[config.mk]
export PLATFORM = sky130hd
export DESIGN_NAME = data_c_to_axis_pack_flat
export DESIGN_NICKNAME = d
export VERILOG_FILES = /design/src/rtl/data_c_to_axis_pack_pkg.sv /design/src/rtl/data_c_to_axis_pack_if.sv /design/src/rtl/data_c_to_axis_pack_fifo.sv /design/src/rtl/data_c_to_axis_pack.sv /design/src/flat_wrapper.sv
export SDC_FILE = /design/constraint.sdc
export NUM_CORES = 1
export LEC_CHECK = 0
export ABC_AREA = 1
export BUFFER_PORTS_ARGS = -buffer_cell sky130_fd_sc_hd__buf_2
export CAP_MARGIN = 20
export CORE_ASPECT_RATIO = 0.6
export CORE_MARGIN = 2
export CORE_UTILIZATION = 50
export CTS_BUF_LIST = sky130_fd_sc_hd__clkbuf_8
export DETAILED_ROUTE_END_ITERATION = 8
export PLACE_DENSITY = 0.68
export SETUP_SLACK_MARGIN = 0.4
export SKIP_LAST_GASP = 1
export SLEW_MARGIN = 20
export SYNTH_ARGS = -nofsm -noshare
export SYNTH_HDL_FRONTEND = slang
export SYNTH_SLANG_ARGS = --single-unit
[constraint.sdc]
create_clock -name clock -period 6.1 [get_ports clock]
set_input_delay 0.305 -clock clock [delete_from_list [all_inputs] [get_ports clock]]
set_output_delay 0.305 -clock clock [all_outputs]
set_load 0.01 [all_outputs]
[src/rtl/data_c_to_axis_pack_pkg.sv]
// Shared helpers and beat layout for the word-to-AXI-Stream packer.
package data_c_axis_pkg;

   // Bit width needed to encode n distinct values; never returns less than 1.
   function automatic int clog2w(input int n);
      int w;
      for (w = 1; (1 << w) < n; w++) begin
      end
      return w;
   endfunction

   // Beat layout at the default 8x4 configuration. Parameterised instances
   // build the same {last, data} layout locally at their own width.
   typedef struct packed {
      logic        last;
      logic [31:0] data;
   } beat_t;

endpackage

[src/rtl/data_c_to_axis_pack_if.sv]
// Word-stream and AXI-Stream bundles used at the packer boundary.
interface data_inf_c #(
   parameter int DSIZE = 8
);
   logic             valid;
   logic             ready;
   logic [DSIZE-1:0] data;

   modport master (output valid, output data, input ready);
   modport slave  (input valid, input data, output ready);
endinterface

interface axi_stream_inf #(
   parameter int DSIZE = 32
);
   localparam int KSIZE = (DSIZE + 7) / 8;

   logic             axis_tvalid;
   logic             axis_tready;
   logic [DSIZE-1:0] axis_tdata;
   logic             axis_tlast;
   logic [KSIZE-1:0] axis_tkeep;
   logic             axis_tuser;

   modport master (output axis_tvalid, output axis_tdata, output axis_tlast,
                   output axis_tkeep, output axis_tuser, input axis_tready);
   modport slave  (input axis_tvalid, input axis_tdata, input axis_tlast,
                   input axis_tkeep, input axis_tuser, output axis_tready);
endinterface

[src/rtl/data_c_to_axis_pack_fifo.sv]
// Small synchronous FIFO holding packed {last, data} beats.
// A push on a full FIFO is accepted only when a pop frees the head slot
// in the same cycle.
module pack_fifo
   import data_c_axis_pkg::*;
#(
   parameter int WIDTH = 33,
   parameter int DEPTH = 4
) (
   input  logic                        clock,
   input  logic                        rst_n,
   input  logic                        push,
   input  logic [WIDTH-1:0]            wdata,
   input  logic                        pop,
   output logic [WIDTH-1:0]            rdata,
   output logic                        full,
   output logic                        empty,
   output logic [clog2w(DEPTH+1)-1:0]  count
);
   localparam int AW = clog2w(DEPTH);
   localparam int CW = clog2w(DEPTH + 1);

   logic [WIDTH-1:0] mem_q [DEPTH];
   logic [WIDTH-1:0] mem_d [DEPTH];
   logic [AW-1:0]    wr_q, wr_d;
   logic [AW-1:0]    rd_q, rd_d;
   logic [CW-1:0]    cnt_q, cnt_d;
   logic             do_push;
   logic             do_pop;

   assign full  = (cnt_q == CW'(DEPTH));
   assign empty = (cnt_q == '0);
   assign count = cnt_q;
   assign rdata = mem_q[rd_q];

   // Next pointers, occupancy and storage contents.
   always_comb begin
      do_pop  = pop && !empty;
      do_push = push && (!full || do_pop);
      mem_d   = mem_q;
      if (do_push) begin
         mem_d[wr_q] = wdata;
      end
      wr_d  = wr_q + AW'(do_push);
      rd_d  = rd_q + AW'(do_pop);
      cnt_d = cnt_q + CW'(do_push) - CW'(do_pop);
   end

   // State registers; reset empties the FIFO and zeroes the head word.
   always_ff @(posedge clock or negedge rst_n) begin
      if (!rst_n) begin
         for (int i = 0; i < DEPTH; i++) begin
            mem_q[i] <= '0;
         end
         wr_q  <= '0;
         rd_q  <= '0;
         cnt_q <= '0;
      end else begin
         mem_q <= mem_d;
         wr_q  <= wr_d;
         rd_q  <= rd_d;
         cnt_q <= cnt_d;
      end
   end

endmodule

[src/rtl/data_c_to_axis_pack.sv]
// Packs RATIO input words into one AXI-Stream beat, first word at the LSB,
// marks tlast every PKT_BEATS beats or on flush, and buffers beats in a FIFO.
module data_c_to_axis_pack
   import data_c_axis_pkg::*;
#(
   parameter int IDSIZE    = 8,
   parameter int RATIO     = 4,
   parameter int PKT_BEATS = 16,
   parameter int DEPTH     = 4
) (
   input  logic                 clock,
   input  logic                 rst_n,
   data_inf_c.slave             in_inf,
   axi_stream_inf.master        out_inf,
   input  logic                 flush,
   output logic [15:0]          pkt_cnt
);
   localparam int ODSIZE = IDSIZE * RATIO;
   localparam int IW     = clog2w(RATIO);
   localparam int BW     = clog2w(PKT_BEATS);
   localparam int CW     = clog2w(DEPTH + 1);

   localparam logic [IW-1:0] IDX_LAST  = IW'(RATIO - 1);
   localparam logic [BW-1:0] BCNT_LAST = BW'(PKT_BEATS - 1);

   typedef struct packed {
      logic              last;
      logic [ODSIZE-1:0] data;
   } pbeat_t;

   logic [IW-1:0]     idx_q, idx_d;
   logic [BW-1:0]     bcnt_q, bcnt_d;
   logic [ODSIZE-1:0] pack_q, pack_d;
   logic              fpend_q, fpend_d;
   logic [15:0]       pkt_q, pkt_d;
   logic              rdy_en_q, rdy_en_d;

   logic              fifo_full;
   logic              fifo_empty;
   logic [CW-1:0]     fifo_count;
   logic [ODSIZE:0]   fifo_rdata;
   pbeat_t            rbeat;
   pbeat_t            wbeat;
   logic              push;
   logic              pop;
   logic              space;
   logic              in_ready;
   logic              acc;
   logic              fl;
   logic              complete;
   logic [IW-1:0]     idx_w;
   logic [ODSIZE-1:0] pack_w;

   assign rbeat = fifo_rdata;

   assign in_inf.ready       = in_ready;
   assign out_inf.axis_tvalid = (fifo_count != '0);
   assign out_inf.axis_tdata  = rbeat.data;
   assign out_inf.axis_tlast  = rbeat.last;
   assign out_inf.axis_tkeep  = '1;
   assign out_inf.axis_tuser  = 1'b0;
   assign pkt_cnt             = pkt_q;

   // Word acceptance, beat assembly, tlast decision and flush servicing.
   always_comb begin
      pop   = !fifo_empty && out_inf.axis_tready;
      space = !fifo_full || pop;
      // Completing word needs a free slot by registered count; a flush that
      // cannot be pushed yet freezes the input so the partial beat holds.
      in_ready = rdy_en_q
               && !(fifo_full && (idx_q == IDX_LAST))
               && !(fpend_q && fifo_full);
      acc      = in_inf.valid && in_ready;
      fl       = flush || fpend_q;
      complete = acc && (idx_q == IDX_LAST);

      pack_w = pack_q;
      if (acc) begin
         pack_w[int'(idx_q)*IDSIZE +: IDSIZE] = in_inf.data;
      end
      idx_w = acc ? (idx_q + IW'(1)) : idx_q;

      idx_d   = idx_w;
      pack_d  = pack_w;
      bcnt_d  = bcnt_q;
      fpend_d = fpend_q;
      push    = 1'b0;
      wbeat   = '0;

      if (complete) begin
         // A flush arriving with the completing word just closes this beat.
         push       = 1'b1;
         wbeat.data = pack_w;
         wbeat.last = (bcnt_q == BCNT_LAST) || fl;
         idx_d      = '0;
         pack_d     = '0;
         bcnt_d     = wbeat.last ? '0 : (bcnt_q + BW'(1));
         fpend_d    = 1'b0;
      end else if (fl) begin
         if (idx_w == '0) begin
            fpend_d = 1'b0;
         end else if (space) begin
            // Unfilled words are zero because pack is cleared after every push.
            push       = 1'b1;
            wbeat.data = pack_w;
            wbeat.last = 1'b1;
            idx_d      = '0;
            pack_d     = '0;
            bcnt_d     = '0;
            fpend_d    = 1'b0;
         end else begin
            fpend_d = 1'b1;
         end
      end

      pkt_d    = pkt_q + 16'(pop && rbeat.last);
      rdy_en_d = 1'b1;
   end

   // Packing state, packet counter and post-reset ready enable.
   always_ff @(posedge clock or negedge rst_n) begin
      if (!rst_n) begin
         idx_q    <= '0;
         bcnt_q   <= '0;
         pack_q   <= '0;
         fpend_q  <= 1'b0;
         pkt_q    <= '0;
         rdy_en_q <= 1'b0;
      end else begin
         idx_q    <= idx_d;
         bcnt_q   <= bcnt_d;
         pack_q   <= pack_d;
         fpend_q  <= fpend_d;
         pkt_q    <= pkt_d;
         rdy_en_q <= rdy_en_d;
      end
   end

   pack_fifo #(
      .WIDTH (ODSIZE + 1),
      .DEPTH (DEPTH)
   ) u_fifo (
      .clock (clock),
      .rst_n (rst_n),
      .push  (push),
      .wdata (wbeat),
      .pop   (pop),
      .rdata (fifo_rdata),
      .full  (fifo_full),
      .empty (fifo_empty),
      .count (fifo_count)
   );

endmodule

[src/flat_wrapper.sv]
// flat-port wrapper written by rule: the top's interface ports become plain ports
module data_c_to_axis_pack_flat import data_c_axis_pkg::*;
#(
   parameter int IDSIZE    = 8,
   parameter int RATIO     = 4,
   parameter int PKT_BEATS = 16,
   parameter int DEPTH     = 4
)
  (clock, rst_n, flush, pkt_cnt, in_inf_valid, in_inf_data, in_inf_ready, out_inf_axis_tvalid, out_inf_axis_tdata, out_inf_axis_tlast, out_inf_axis_tkeep, out_inf_axis_tuser, out_inf_axis_tready);
  data_inf_c #(.DSIZE(IDSIZE)) in_inf_i ();
  axi_stream_inf #(.DSIZE((IDSIZE * RATIO))) out_inf_i ();
  input  logic clock;
  input  logic rst_n;
  input  logic flush;
  output logic [15:0] pkt_cnt;
  input wire logic [$bits(in_inf_i.valid)-1:0] in_inf_valid;
  input wire logic [$bits(in_inf_i.data)-1:0] in_inf_data;
  output wire logic [$bits(in_inf_i.ready)-1:0] in_inf_ready;
  output wire logic [$bits(out_inf_i.axis_tvalid)-1:0] out_inf_axis_tvalid;
  output wire logic [$bits(out_inf_i.axis_tdata)-1:0] out_inf_axis_tdata;
  output wire logic [$bits(out_inf_i.axis_tlast)-1:0] out_inf_axis_tlast;
  output wire logic [$bits(out_inf_i.axis_tkeep)-1:0] out_inf_axis_tkeep;
  output wire logic [$bits(out_inf_i.axis_tuser)-1:0] out_inf_axis_tuser;
  input wire logic [$bits(out_inf_i.axis_tready)-1:0] out_inf_axis_tready;
  assign in_inf_i.valid = in_inf_valid;
  assign in_inf_i.data = in_inf_data;
  assign in_inf_ready = in_inf_i.ready;
  assign out_inf_axis_tvalid = out_inf_i.axis_tvalid;
  assign out_inf_axis_tdata = out_inf_i.axis_tdata;
  assign out_inf_axis_tlast = out_inf_i.axis_tlast;
  assign out_inf_axis_tkeep = out_inf_i.axis_tkeep;
  assign out_inf_axis_tuser = out_inf_i.axis_tuser;
  assign out_inf_i.axis_tready = out_inf_axis_tready;
  data_c_to_axis_pack #(.IDSIZE(IDSIZE), .RATIO(RATIO), .PKT_BEATS(PKT_BEATS), .DEPTH(DEPTH)) u_core (.clock(clock), .rst_n(rst_n), .in_inf(in_inf_i), .out_inf(out_inf_i), .flush(flush), .pkt_cnt(pkt_cnt));
endmodule
==> results.sh, run 1 <==
export IMPL_final_cells=1451
export IMPL_crit_type="flip-flop to flip-flop"
export IMPL_maxCapViolations=0
export IMPL_die_y_um=110.2
export IMPL_post_cts_buffers=0
export IMPL_io_buffers=63
export IMPL_grtUsageTotal_pct=25.87
export IMPL_switchingPower_mw=1.937
export IMPL_p_int_mw=2.391
export IMPL_p_per_area_nw_per_um2=426.5
export IMPL_grt_pass1_vias=7362
export IMPL_switching_share_pct=44.76
export IMPL_clock_path_buffers=2
export IMPL_synth_area_leaders="dfrtp_1 52%, nand2_1 14%, nand3_1 8.6%"
export IMPL_critPathLaunchType="flip-flop"
export IMPL_diodes=0
export IMPL_p_comb_share_pct=40.7
export IMPL_gp_congestion=0.8868
export IMPL_htree_num_levels=4
export IMPL_grt_max_degree=90
export IMPL_final_core_util_pct=55.57
export IMPL_max_slew_margin_pct=35.02
export IMPL_slew_violations=0
export IMPL_wl_per_cell_um=16.90
export IMPL_p_leak_nw=5.561
export IMPL_synth_seq_cells=195
export IMPL_drt_initial_drc_count=750
export IMPL_cts_sinks=195
export IMPL_ys_seq_area_share_pct=51.89
export IMPL_hold_path_class="input port to flip-flop"
export IMPL_timing_fmax_mhz=255.6
export IMPL_yosys_warnings=0
export IMPL_die_area_um2=19960
export IMPL_syn_instance_count=1175
export IMPL_cts_buffers_inserted=17
export IMPL_status="completed"
export IMPL_placedCellCount=1418
export IMPL_clock_power_share_pct=19.1
export IMPL_area_delta_synth_final_pct=7.890
export IMPL_cp_max_fo=85
export IMPL_cts_root_buf="clkbuf_8"
export IMPL_first_pass_iters=5
export IMPL_syn_area_um2=9404
export IMPL_synthDistinctLibCells=31
export IMPL_hold_viol=0
export IMPL_yosys_area_top_type="dfrtp_1"
export IMPL_peakVddDrop_mv=0.2412
export IMPL_vias_per_cell=5.451
export IMPL_rsz0062_at_grt="false"
export IMPL_setup_viol=0
export IMPL_tightest_slew_ns=0.9747
export IMPL_reg2reg_slack_ns=2.19
export IMPL_row_count=38
export IMPL_cts_tree="built"
export IMPL_layout_drive_gt1_share_pct=11.07
export IMPL_required_ns=6.47
export IMPL_start_util_pct=51.51
export IMPL_drt_total_wl_mm=24.52
export IMPL_insertion_delay_ns=0.48
export IMPL_post_route_min_period_ns=3.913
export IMPL_dr_total_vias=7909
export IMPL_core_area_um2=18260
export IMPL_seqPwrFrac_pct=40.2
export IMPL_drc_errors=0
export IMPL_grt_pass1_wl_mm=39.95
export IMPL_hpwl_mm=14.72
export IMPL_die_x_um=181.1
export IMPL_cp_end_kind="flip-flop"
export IMPL_finClkSkew_ns=0.01900
export IMPL_tns_ns=0
export IMPL_final_nets=1224
export IMPL_whs_ns=0.1447
export IMPL_period_share_pct=64.15
export IMPL_gr_total_overflow=0
export IMPL_place_ws_ns=2.248
export IMPL_synth_area_per_cell_um2=8.003
export IMPL_top_level_ports=69
export IMPL_fin_ws_ns=2.187
export IMPL_clk_pin_slew_ns=0.11
export IMPL_drtAntennaViolNets=0
export IMPL_netlist_area_leader_share_pct=51.89
export IMPL_worst_ep_arrival_time_ns=4.28
export IMPL_grt_antenna_before_repair=0
-- cell usage after synthesis --
cell type	number
nand2_1	360
dfrtp_1	195
nand3_1	161
inv_1	83
nor2_1	83
o21ai_0	68
clkbuf_1	37
o22ai_1	34
a21oi_1	30
nor3_1	22
buf_2	18
buf_4	17
ha_1	12
xor2_1	12
nor2_2	10
nand2_2	7
xnor2_1	5
nand4_1	4
buf_6	3
conb_1	2
nand3_2	2
and2_1	1
and3_1	1
clkinv_1	1
fa_1	1
inv_2	1
nand2_4	1
nor2_4	1
nor3b_1	1
nor4_1	1
or2_2	1
-- flip-flops by register name (all words and copies together), names as in the netlist --
signal	cells
u_core.u_fifo.count	3
u_core.u_fifo.mem_q	132
u_core.pack_q	32
u_core.idx_q	2
u_core.u_fifo.rd_q	2
u_core.fpend_q	1
u_core.bcnt_q	4
u_core.pkt_cnt	16
u_core.u_fifo.wr_q	2
u_core.rdy_en_q	1
-- final cells by class --
class | count | area [um2]
flip-flops and latches | 195 | 4881
multi-input cells | 824 | 3845
well taps | 240 | 300.3
fillers | 1733 | 8112
repair buffers | 75 | 416.7
clock buffers | 17 | 234.0
inverters | 85 | 321.6
clock inverters | 15 | 147.6
-- power by group through the flow --
stage / registers, mW / logic, mW / clock network [mW]
2_1_floorplan: 1.71 / 1.19 / 0
3_3_place_gp: 1.75 / 1.74 / 0
3_5_place_dp: 1.76 / 1.76 / 0
4_1_cts: 1.73 / 1.76 / 0.844
5_1_grt: 1.78 / 1.95 / 0.888
6_report: 1.74 / 1.76 / 0.827
-- kinds of logic after synthesis --
kind of cell / share of synthesized area (%)
AOI/OAI and AO/OA: 7.477
adders and majority gates: 1.809
buffers and inverters: 7.544
other: 0.07986
xor gates and xnor gates: 1.583
DFF: 51.89
and+or+nand+nor: 29.62
-- metal layers --
metal	GRT usage, %	vias to the layer above	part of all wire [%]
li1	-	3809	-
met1	40.29	3770	50
met2	38.27	308	42
met3	3.581	22	6.5
met4	6.156	0	1.0
met5	0	-	0
-- layout by cell type (no fill, tap or decap), drive strengths merged --
cell and count:
a21oi 30, and2 1, and3 1, buf 73, clkbuf 18, clkinv 8
clkinvlp 1, conb 6, dfrtp 195, dlygate4sd3 1, fa 1, ha 12
inv 91, nand2 368, nand3 163, nand4 4, nor2 94, nor3 22
nor3b 1, nor4 1, o21ai 68, o22ai 34, or2 1, xnor2 5
xor2 12
-- worst paths after layout --
path	start	end	depth (start not counted)
hold / removal	out_inf_axis_tready	u_core.fpend_q	4
setup reg to reg	u_core.idx_q[0]	u_core.u_fifo.count[2]	15
min in group asynchronous	rst_n	u_core.u_fifo.mem_q[89]	2
hold reg to reg	u_core.u_fifo.mem_q[85]	u_core.u_fifo.mem_q[85]	2
max in group asynchronous	rst_n	u_core.u_fifo.rd_q[0]	3
setup / recovery	u_core.idx_q[0]	u_core.u_fifo.count[2]	15
-- through the flow --
step / cell area, um2 / power, mW
6_report: 10150 / 4.327
2_1_floorplan: 9419 / 2.900
5_1_grt: 10150 / 4.614
3_3_place_gp: 9752 / 3.489
4_1_cts: 10150 / 4.339
3_5_place_dp: 9754 / 3.515
-- worst max-delay path, cell delays in order (launching register included) --
cell and delay (ns):
dfrtp_1 0.45, inv_1 0.23, ha_1 0.53, inv_2 0.20
nand4_1 0.15, nand2_2 0.08, nand2_4 0.11, nand2_1 0.09
nand2_4 0.72, inv_1 0.16, ha_1 0.32, inv_1 0.06
ha_1 0.14, inv_1 0.05, fa_1 0.37, xnor2_1 0.13
-- what timing repair did --
item,in CTS,in global routing
endpoints found under the hold margin,67,0
hold buffers,1,0
resized for setup,0,0
Note: power is estimated with default switching activity, not from simulation.
==> run 2: changes to the inputs <==
Clock period 6.1 ns to 4.1 ns, I/O delays scaled along.
==> results.sh, run 2 (synthesis gave the netlist of run 1 again) <==
export IMPL_required_ns=4.48
export IMPL_peakVddDrop_mv=0.4155
export IMPL_finClkSkew_ns=0.01488
export IMPL_crit_type="flip-flop to flip-flop"
export IMPL_die_area_um2=19960
export IMPL_final_cell_mix="359 x nand2_1, 194 x dfrtp_1, 161 x nand3_1"
export IMPL_cts_root_buf="clkbuf_8"
export IMPL_cp_max_fo=18
export IMPL_final_common_cell="nand2_1"
export IMPL_diodes=0
export IMPL_clock_path_buffers=2
export IMPL_crit_slowest_cell="dfrtp_1"
export IMPL_hold_viol=0
export IMPL_row_count=38
export IMPL_crit_top_cell="inv_1"
export IMPL_setup_viol=0
export IMPL_largest_reg_flops=132
export IMPL_tns_ns=0
export IMPL_drc_errors=0
export IMPL_io_buffers=63
export IMPL_cpPeakStageDelay_ns=0.46
export IMPL_grt_max_degree=114
export IMPL_die_x_um=181.1
export IMPL_maxCapViolations=0
export IMPL_max_slew_margin_pct=37.51
export IMPL_htree_num_levels=4
export IMPL_period_share_pct=78.09
export IMPL_hold_depth=3
export IMPL_grtUsageTotal_pct=26.17
export IMPL_die_y_um=110.2
export IMPL_min_to="u_core.fpend_q"
export IMPL_cts_sinks=195
export IMPL_vias_per_cell=5.386
export IMPL_placedCellCount=1422
export IMPL_area_delta_synth_final_pct=8.595
export IMPL_whs_ns=0.1223
export IMPL_core_area_um2=18260
export IMPL_wl_per_cell_um=16.82
export IMPL_final_nets=1229
export IMPL_clk_pin_slew_ns=0.10
export IMPL_rr_endpoint="u_core.u_fifo.count[2]"
export IMPL_top_level_ports=69
export IMPL_cp_end_kind="flip-flop"
export IMPL_fillCellCount=1711
export IMPL_dr_total_vias=7842
export IMPL_largest_register="u_core.u_fifo.mem_q"
export IMPL_finalPower_mw=6.514
export IMPL_tightest_slew_ns=0.9341
export IMPL_slew_violations=0
export IMPL_start_util_pct=51.51
export IMPL_gr_total_overflow=0
export IMPL_status="completed"
export IMPL_rsz0062_at_grt="false"
export IMPL_drtAntennaViolNets=0
export IMPL_hold_path_class="input port to flip-flop"
export IMPL_hpwl_mm=15.01
export IMPL_layout_drive_gt1_share_pct=11.35
export IMPL_gp_congestion=0.9218
export IMPL_p_leak_nw=5.595
export IMPL_cts_tree="built"
export IMPL_hold_start="flush"
export IMPL_cts_buffers_inserted=17
export IMPL_grt_antenna_before_repair=0
export IMPL_timing_fmax_mhz=312.3
export IMPL_r2r_cells=15
export IMPL_worst_ep_arrival_time_ns=3.58
export IMPL_final_cells=1456
export IMPL_p_per_area_nw_per_um2=637.8
export IMPL_critPathLaunchType="flip-flop"
export IMPL_grt_pass1_wl_mm=40.19
export IMPL_post_route_min_period_ns=3.202
export IMPL_cts_resized=0
export IMPL_crit_chain="inv_1 -> ha_1 -> inv_2 -> nand4_1 -> nand2_2 -> nand2_4 -> nand2_1 -> nand2_4 -> inv_1 -> ha_1 -> inv_1 -> ha_1 -> inv_1 -> fa_1 -> xnor2_1"
export IMPL_drt_total_wl_mm=24.50
export IMPL_first_pass_iters=5
export IMPL_insertion_delay_ns=0.48
export IMPL_reg2reg_slack_ns=0.90
export IMPL_drt_initial_drc_count=829
export IMPL_reg2reg_from="u_core.idx_q[0]"
export IMPL_grt_pass1_vias=7312
## run 2: how the worst max path moves through the flow
| stage | start | end | cells after the start |
|---|---|---|---|
| after global placement | u_core.idx_q[0] | u_core.u_fifo.count[1] | 15 |
| after floorplan | u_core.idx_q[0] | u_core.u_fifo.count[2] | 19 |
| after global routing | u_core.u_fifo.rd_q[0] | u_core.pkt_cnt[13] | 12 |
| final | u_core.idx_q[0] | u_core.u_fifo.count[2] | 15 |
| after CTS | u_core.idx_q[0] | u_core.u_fifo.count[2] | 15 |
| after detailed placement | u_core.idx_q[0] | u_core.u_fifo.count[2] | 15 |
## run 2: layout make-up
class                   count  area, um2  share of cell area, %
clock inverters            13      148.9                  1.458
inverters                  85      319.1                  3.124
flip-flops and latches    195       4881                  47.79
multi-input cells         824       3845                  37.65
well taps                 240      300.3                  2.940
repair buffers             80      456.7                  4.472
clock buffers              19      261.5                  2.561
## run 2: where the power goes
part           switching (mW)  internal (mW)
sequential              0.283           2.32
clock                   0.730          0.584
combinational            1.80          0.794
## run 2: repair_timing
action,in CTS,in global routing
hold buffers,2,0
setup buffers,0,0
endpoints found under the hold margin,111,0
## run 2: routing by layer
metal / share of wire, % / GRT usage, % / up-vias
met3: 7.0 / 4.829 / 13
met1: 51 / 40.55 / 3748
li1: - / - / 3821
met5: 0 / 0 / -
met4: 0.76 / 6.388 / 0
met2: 42 / 37.91 / 260
## run 2: stage by stage
| step | util [%] | instance area [um2] | setup WS (ns) |
|---|---|---|---|
| 6_report | 55.93 | 10210 | 0.8983 |
| 5_1_grt | 55.93 | 10210 | 0.5867 |
| 4_1_cts | 55.93 | 10210 | 0.9022 |
| 3_5_place_dp | 53.58 | 9782 | 0.9091 |
| 3_3_place_gp | 53.58 | 9782 | 1.009 |
| 2_1_floorplan | - | 9419 | 0.9646 |
## run 2: critical path, delay by kind of cell, from the launching register on
kind / cells / cell delay (ns)
AND/OR/NAND/NOR: 5 / 0.60
XOR/XNOR: 1 / 0.13
adder cells (fa/ha/maj): 4 / 1.12
buffers and inverters: 5 / 0.79
flip-flops: 1 / 0.46
